[config.mk]
export PLATFORM = sky130hd
export DESIGN_NAME = sync_wconv_fifo
export DESIGN_NICKNAME = d
export VERILOG_FILES = /design/src/rtl/sync_wconv_fifo.sv
export SDC_FILE = /design/constraint.sdc
export NUM_CORES = 2
export LEC_CHECK = 0
export ABC_AREA = 1
export CORE_MARGIN = 5
export CORE_UTILIZATION = 35
export DETAILED_ROUTE_END_ITERATION = 7
export PLACE_DENSITY = 0.45
export SYNTH_ARGS = -nofsm -noshare
export SYNTH_HDL_FRONTEND = slang
export SYNTH_SLANG_ARGS = --single-unit
[constraint.sdc]
create_clock -name clk -period 8.3 [get_ports clk]
set_clock_uncertainty 0.1 [all_clocks]
set_input_delay 0.83 -clock clk [delete_from_list [all_inputs] [get_ports clk]]
set_output_delay 0.83 -clock clk [all_outputs]
set_load 0.03 [all_outputs]
[src/rtl/sync_wconv_fifo.sv]
// Synchronous width-converting FIFO: stores wide write words and hands them
// out as RATIO narrower sub-words, either registered (FWFT=0) or
// first-word-fall-through (FWFT=1).
module sync_wconv_fifo #(
    parameter int WR_DATA_WIDTH    = 32,
    parameter int RATIO            = 4,
    parameter int WR_DEPTH_WIDTH   = 6,
    parameter int ALMOST_FULL_NUM  = 60,
    parameter int ALMOST_EMPTY_NUM = 4,
    parameter int FWFT             = 0,
    parameter int LSB_FIRST        = 1,
    localparam int RD_DATA_WIDTH   = WR_DATA_WIDTH / RATIO,
    localparam int RD_DEPTH_WIDTH  = WR_DEPTH_WIDTH + $clog2(RATIO)
) (
    input  logic                      clk,
    input  logic                      rst,
    input  logic                      flush,
    input  logic [WR_DATA_WIDTH-1:0]  wr_data,
    input  logic                      wr_en,
    output logic                      wr_full,
    output logic [WR_DEPTH_WIDTH:0]   wr_water_level,
    output logic                      almost_full,
    input  logic                      rd_en,
    output logic [RD_DATA_WIDTH-1:0]  rd_data,
    output logic                      rd_valid,
    output logic                      rd_empty,
    output logic [RD_DEPTH_WIDTH:0]   rd_water_level,
    output logic                      almost_empty,
    output logic                      overflow,
    output logic                      underflow
);

    localparam int DEPTH = 1 << WR_DEPTH_WIDTH;
    // Sub-word index needs at least one bit even when RATIO is 1.
    localparam int IDX_W = (RATIO > 1) ? $clog2(RATIO) : 1;
    localparam int WL_W  = WR_DEPTH_WIDTH + 1;
    localparam int RL_W  = RD_DEPTH_WIDTH + 1;

    logic [WR_DATA_WIDTH-1:0]  mem_q [DEPTH];
    logic [WR_DEPTH_WIDTH-1:0] wr_ptr_q, wr_ptr_d;
    logic [WR_DEPTH_WIDTH-1:0] rd_ptr_q, rd_ptr_d;
    logic [IDX_W-1:0]          idx_q, idx_d;
    logic [WL_W-1:0]           wr_lvl_q, wr_lvl_d;
    logic [RL_W-1:0]           rd_lvl_q, rd_lvl_d;
    logic [RD_DATA_WIDTH-1:0]  rd_data_q, rd_data_d;
    logic                      rd_valid_q, rd_valid_d;
    logic                      ovf_q, ovf_d;
    logic                      udf_q, udf_d;

    logic                      wr_acc, rd_acc, last_sub, mem_we;
    logic [IDX_W-1:0]          sel;
    logic [RD_DATA_WIDTH-1:0]  head_sub;

    // Status flags come straight off the registered counts.
    assign wr_full        = (wr_lvl_q == WL_W'(DEPTH));
    assign rd_empty       = (rd_lvl_q == '0);
    assign wr_water_level = wr_lvl_q;
    assign rd_water_level = rd_lvl_q;
    assign almost_full    = (int'(wr_lvl_q) >= ALMOST_FULL_NUM);
    assign almost_empty   = (int'(rd_lvl_q) <= ALMOST_EMPTY_NUM);
    assign overflow       = ovf_q;
    assign underflow      = udf_q;

    // Acceptance is judged only on pre-edge flags, so a same-cycle read never
    // makes room for a write and a same-cycle write never feeds a read.
    assign wr_acc   = wr_en & ~wr_full;
    assign rd_acc   = rd_en & ~rd_empty;
    assign last_sub = (idx_q == IDX_W'(RATIO - 1));
    assign mem_we   = wr_acc & ~flush & ~rst;

    // In FWFT mode the head sub-word is shown directly; zero while empty.
    assign rd_valid = (FWFT != 0) ? ~rd_empty : rd_valid_q;
    assign rd_data  = (FWFT != 0) ? (rd_empty ? '0 : head_sub) : rd_data_q;

    // Pick the current sub-word of the head slot in the configured order.
    always_comb begin
        sel      = (LSB_FIRST != 0) ? idx_q : IDX_W'(RATIO - 1) - idx_q;
        head_sub = RD_DATA_WIDTH'(mem_q[rd_ptr_q] >> (RD_DATA_WIDTH * int'(sel)));
    end

    // Next-state for pointers, levels, read register and sticky error flags.
    always_comb begin
        wr_ptr_d   = wr_ptr_q;
        rd_ptr_d   = rd_ptr_q;
        idx_d      = idx_q;
        wr_lvl_d   = wr_lvl_q;
        rd_lvl_d   = rd_lvl_q;
        rd_data_d  = rd_data_q;
        rd_valid_d = 1'b0;
        ovf_d      = ovf_q;
        udf_d      = udf_q;
        if (flush) begin
            wr_ptr_d = '0;
            rd_ptr_d = '0;
            idx_d    = '0;
            wr_lvl_d = '0;
            rd_lvl_d = '0;
        end else begin
            if (wr_en && wr_full)  ovf_d = 1'b1;
            if (rd_en && rd_empty) udf_d = 1'b1;
            if (wr_acc) wr_ptr_d = wr_ptr_q + WR_DEPTH_WIDTH'(1);
            if (rd_acc) begin
                rd_data_d  = head_sub;
                rd_valid_d = 1'b1;
                if (last_sub) begin
                    rd_ptr_d = rd_ptr_q + WR_DEPTH_WIDTH'(1);
                    idx_d    = '0;
                end else begin
                    idx_d    = idx_q + IDX_W'(1);
                end
            end
            // A slot is released only once its last sub-word is consumed.
            wr_lvl_d = wr_lvl_q + WL_W'(wr_acc) - WL_W'(rd_acc & last_sub);
            rd_lvl_d = rd_lvl_q + (wr_acc ? RL_W'(RATIO) : RL_W'(0)) - RL_W'(rd_acc);
        end
    end

    // Storage array: never reset, written only by accepted writes.
    always_ff @(posedge clk) begin
        if (mem_we) mem_q[wr_ptr_q] <= wr_data;
    end

    // Control state with synchronous reset.
    always_ff @(posedge clk) begin
        if (rst) begin
            wr_ptr_q   <= '0;
            rd_ptr_q   <= '0;
            idx_q      <= '0;
            wr_lvl_q   <= '0;
            rd_lvl_q   <= '0;
            rd_data_q  <= '0;
            rd_valid_q <= 1'b0;
            ovf_q      <= 1'b0;
            udf_q      <= 1'b0;
        end else begin
            wr_ptr_q   <= wr_ptr_d;
            rd_ptr_q   <= rd_ptr_d;
            idx_q      <= idx_d;
            wr_lvl_q   <= wr_lvl_d;
            rd_lvl_q   <= rd_lvl_d;
            rd_data_q  <= rd_data_d;
            rd_valid_q <= rd_valid_d;
            ovf_q      <= ovf_d;
            udf_q      <= udf_d;
        end
    end

endmodule

; ---- Word-level counts from Yosys, hierarchy flattened
; Memories as Yosys holds them, arrays and structs flattened. A register that Yosys moved wholly into a read port is not among the register bits.
; Cells that the tools add are included.
[word_totals]
regBits = 41
latch_bits = 0
mem_bits_rw = 2048
mem_bits_ro = 0
inputBits = 37
output_inout_bits = 31
mem_count = 1
[mem_list]
columns = name, depth, word_bits, rd, rd_clocked_by_memory_dff, wr, line
row1 = mem_q, 64, 32, 1, 1, 1, 39  ; logic [WR_DATA_WIDTH-1:0] mem_q [DEPTH];
[op_classes]
addsub = 7
mul = 0
div_mod_pow = 0
n_lt_le_gt_ge = 2
eq_ne = 2
n_shift = 1
mux = 7
bitwise_logic = 9
reduce_logical = 8
[op_table]
columns = operator, count
row1 = 32-bit by 5-bit >> shifter with 8-bit output, 1
row2 = "6-bit by 1-bit adder with 6-bit output, second input constant", 2
row3 = 6-bit two-way mux, 2
row4 = 9-bit by 3-bit adder with 9-bit output, 1
row5 = "9-bit by 3-bit less-or-equal comparator with 1-bit output, second input constant", 1
row6 = 9-bit zero test, 1
row7 = 9-bit by 1-bit subtractor with 9-bit output, 1
row8 = 2-bit AND reduction, 4
row9 = 7-bit by 1-bit adder with 7-bit output, 1
row10 = "7-bit equality test, second input constant", 1
row11 = "7-bit by 6-bit >= comparator with 1-bit output, second input constant", 1
row12 = 7-bit by 1-bit subtractor with 7-bit output, 1
row13 = 1-bit AND, 5
row14 = 1-bit NOT, 4
row15 = 1-bit two-way mux, 3
row16 = 3-bit two-way mux, 1
row17 = "2-bit by 1-bit adder with 2-bit output, second input constant", 1
row18 = "2-bit equality test, second input constant", 1
row19 = 1-bit logical AND, 2
row20 = 2-bit two-way mux, 1
row21 = 2-bit OR reduction, 1

; ---- Depth between registers and ports, before layout
[depth]
ltp_word = 7
ltp_mapped = 19
ltp_nobuf = 19

; ---- Worst setup path before layout
; No wires, ideal clock.
[synth_path]
path_type = reg-to-reg
startpoint = register wr_lvl_q[4] (netlist: wr_water_level[4])
endpoint = memory mem_q[63][0], enable pin
setup_ns = 0.461
t_arrival_ns = 3.705
t_required_ns = 7.739
path_slack_ns = 4.034
path_stages_with_launch = 8
cell_sequence = dfxtp_1 -> inv_1 -> ha_1 -> nand4_1 -> nand2_1 -> nor2_1 -> nand2_1 -> nor3_1
[synth_via]
elab_chain_cells = 7
[synth_lines]
columns = item, line
row1 = start: declaration, 43  ; logic [WL_W-1:0] wr_lvl_q, wr_lvl_d;
row2 = start signal: assignment, 139  ; wr_lvl_q <= wr_lvl_d;
row3 = 7-bit equality test, 55  ; assign wr_full = (wr_lvl_q == WL_W'(DEPTH));
row4 = 1-bit NOT, 66  ; assign wr_acc = wr_en & ~wr_full;
row5 = 1-bit AND, 66
row6 = 1-bit AND (2 in a row), 69  ; assign mem_we = wr_acc & ~flush & ~rst;
row7 = 1-bit two-way mux, 120  ; if (mem_we) mem_q[wr_ptr_q] <= wr_data;
row8 = 1-bit two-way mux (not written as such), 120
row9 = end: declaration, 39
; Every way passes these cells.

==> tab_implementation.tex <==
\begin{tabular}{lr}
\hline
Metric & Value \\
\hline
\multicolumn{2}{l}{\textbf{STA}} \\
Final worst hold slack & 0.1326 ns \\
Final worst-path cycle share & 50.99\% \\
Fmax & 236.3 MHz \\
Tmin final & 4.232 ns \\
RSZ-0062 raised after global routing & no \\
Number of endpoints with negative hold slack in the final report & 0 \\
Count of endpoints failing setup in the final report & 0 \\
Worst-margin pin slew & 1.461 ns \\
Setup TNS & 0 ns \\
Final count of pins violating max slew & 0 \\
Max-slew headroom at the worst pin & 2.615\% \\
\multicolumn{2}{l}{\textbf{Synth}} \\
Leading register cell type out of synthesis & edfxtp\_1 \\
Post-synthesis share of cell area spent on full adders, half adders and majority gates & 0.5068\% \\
Post-Synthesis Cells & 6990 \\
Post-synthesis async set-or-reset flop share & 0\% \\
Top-count cell post-synth & nand2\_1 \\
Multiplexer area fraction after synthesis & 0\% \\
Post-synthesis area per instance & 12.08 um\^{}2 \\
Main area contributors after synthesis & edfxtp\_1 73\%, nand3\_1 12\%, nand2\_1 9.3\%, buf\_2 1.5\%, dfxtp\_1 1.1\% \\
Register area share after synthesis & 73.95\% \\
Synth cell types & 35 \\
Syn\_nets & 7060 \\
Synthesis-stage register bit count & 2095 \\
Area fraction in and, or, nand and nor cells after synthesis & 22.15\% \\
Area share of the leading cell type in the synthesized netlist & 72.84\% \\
Total number of yosys warnings & 0 \\
Main combinational cell family by area after synthesis & simple AND/OR/NAND/NOR gates \\
Number of synthesized flops with an enable pin & 2048 \\
Share of the synthesized area in compound gates (AO/OA/AOI/OAI) & 0.3379\% \\
Synth area leader & edfxtp\_1 \\
Area of the mapped netlist & 0.08443 mm\^{}2 \\
Top cells by count, synth & 2102 x nand2\_1, 2048 x edfxtp\_1, 2043 x nand3\_1, 261 x buf\_2, 118 x nor2\_1 \\
Post-synthesis xor/xnor area fraction & 0.01037\% \\
\multicolumn{2}{l}{\textbf{Final layout}} \\
Area Growth Syn to Fin & 12.73\% \\
Final instance area & 0.09518 mm\^{}2 \\
Nets@finish & 7024 \\
Share of cells above drive strength 1 & 7.398\% \\
Fill cell total of the finished layout & 22780 \\
\multicolumn{2}{l}{\textbf{Floorplanning}} \\
Die Y & 501.2 um \\
Placement Rows & 180 \\
Area of the core & 0.2403 mm\^{}2 \\
Top Ports & 68 \\
Area of the die & 0.2512 mm\^{}2 \\
Width of the die & 501.2 um \\
Initial Util & 35.14\% \\
\multicolumn{2}{l}{\textbf{Setup path}} \\
Cell type group with the largest total delay on the critical path & simple AND/OR/NAND/NOR gates \\
Crit. End Element & register \\
Library cell appearing most often on the critical path & nand3\_1 \\
Worst path cell trace & inv\_16, buf\_4, nand2\_1, nand3\_1, nand3\_1, nand3\_1, nand3\_1, nand3\_1, nand3\_1, nand2\_1, nand2\_1, nand3\_1, nand2\_1, inv\_1 \\
Type of the worst setup path & reg -> reg \\
Nature of the critical path startpoint & register \\
Highest-delay cell along the critical path & buf\_4 \\
WP data required & 9.00 ns \\
Maximum net fanout on the critical path & 204 \\
Buffers and inverters on the worst path & 3 \\
Worst EP arrival & 4.93 ns \\
Register-to-register setup slack & 4.07 ns \\
Slowest cell delay on critical path & 0.84 ns \\
\multicolumn{2}{l}{\textbf{Drt}} \\
Total number of vias & 53580 \\
Via-per-instance ratio & 5.182 \\
Overall routed net length & 253.4 mm \\
Number of DRC markers after the initial detailed-route iteration & 4375 \\
Number of detailed-routing iterations run before antenna repair & 7 \\
Number of remaining DRC errors & 0 \\
WL per Instance & 24.51 um \\
Number of antenna-violating nets in the routed design & 0 \\
\multicolumn{2}{l}{\textbf{Global routing}} \\
Number of global-route vias before repair & 51670 \\
Total routing usage reported by global routing & 19.79\% \\
Maximum number of pins on one net before global-route repair & 205 \\
Initial antenna violation count & 11 \\
Global route total overflow & 0 \\
Global-route wire length before repair & 370.5 mm \\
\multicolumn{2}{l}{\textbf{Clock tree}} \\
CTS Sinks & 2095 \\
Clock-pin slew of the registers on the worst-case setup and hold paths & 0.06 ns \\
Clock tree from TritonCTS & done \\
Number of buffers inserted for hold repair after clock tree synthesis & 0 \\
Clock root cell & clkbuf\_16 \\
Worst-skew pair later-pin latency & 0.87 ns \\
CTS Buffer Depth & 3 \\
H-tree levels & 4 \\
\# resized after CTS & 0 \\
CTS buffer count & 225 \\
Buffer count from post-CTS setup fixing & 0 \\
\multicolumn{2}{l}{\textbf{Run status}} \\
Outcome & complete, no violations \\
\multicolumn{2}{l}{\textbf{Placed design}} \\
DP Wirelength & 135.6 mm \\
Routability congestion estimate & 0.8378 \\
Cell area after placement & 0.08830 mm\^{}2 \\
Number of port buffers & 67 \\
\multicolumn{2}{l}{\textbf{Pwr}} \\
Max IR drop VDD & 0.1779 mV \\
Leakage power summed over all cells & 32.29 nW \\
Power density over the cells & 229.5 mW/mm\^{}2 \\
\multicolumn{2}{l}{\textbf{Flow run}} \\
Count of max-cap constraint violations & 0 \\
\multicolumn{2}{l}{\textbf{Worst hold path}} \\
Min-delay worst type & in -> reg \\
\hline
\end{tabular}
[registers in the layout, summed over array words and instances, names as in the netlist, named ones only]
register,cells
mem_q,2048
rd_ptr_q,6
idx_q,2
overflow,1
wr_ptr_q,6
rd_water_level,9
rd_valid,1
rd_data,8
underflow,1
wr_water_level,7
[per-layer routing]
layer / up-vias / track usage [%] / wire length [um]
met5: - / 0 / 7
met4: 2 / 4.946 / 5918
met3: 327 / 2.934 / 12670
met2: 1317 / 31.70 / 118200
met1: 27010 / 28.39 / 116600
li1: 24930 / - / -
[kinds of logic after synthesis]
logic type	Yosys count
fa+ha+maj	33
simple gates	4287
compound gates	52
buf+inv	522
xor+xnor	1
flops	2095
[power breakdown]
part	internal [mW]	total [mW]	switching (mW)
Clock	5.21	9.43	4.22
Sequential	11.6	11.7	0.0556
Combinational	0.187	0.716	0.529
[cell usage in the layout, fill, tap and decap left out, types with 6 or more instances in the layout]
master / instances
clkbuf_1: 59
nand2_1: 2102
clkinv_1: 74
ha_1: 31
nand3_1: 2043
clkinv_2: 47
nand4_1: 8
o21ai_0: 19
dfxtp_1: 41
inv_1: 58
buf_12: 16
nor2_4: 63
buf_4: 114
clkdlybuf4s50_1: 35
nor3_1: 8
clkbuf_16: 229
nor2_1: 54
edfxtp_1: 2048
buf_2: 26
clkinv_8: 6
a21oi_1: 23
[worst paths after layout]
path | start | to | depth (start not counted)
max | register | rd_data[4] | 14
min reg2reg | underflow | underflow | 2
max reg2reg | register | rd_data[4] | 14
min | wr_data[8] | mem_q[59][8] | 1
[through the flow]
stage	utilization (%)	total power, mW	setup slack (ns)	instances
2_1_floorplan	-	12.21	4.034	6990
3_3_place_gp	36.75	12.64	3.524	9912
3_5_place_dp	36.75	12.64	3.457	9912
4_1_cts	39.60	22.07	4.177	10340
5_1_grt	39.61	22.59	3.818	10340
6_report	39.61	21.84	4.068	10340
[cell type report]
cell class	instances	area, um^2	area share, %
Antenna cell	4	10.01	0.01052
Clock buffer	288	5952	6.253
Clock inverter	136	919.6	0.9662
Inverter	68	292.8	0.3076
Multi-Input combinational cell	4373	19910	20.91
Sequential cell	2095	62460	65.62
Tap cell	3185	3985	4.187
Timing Repair Buffer	191	1657	1.740
Note: power is estimated with default switching activity, not from simulation.
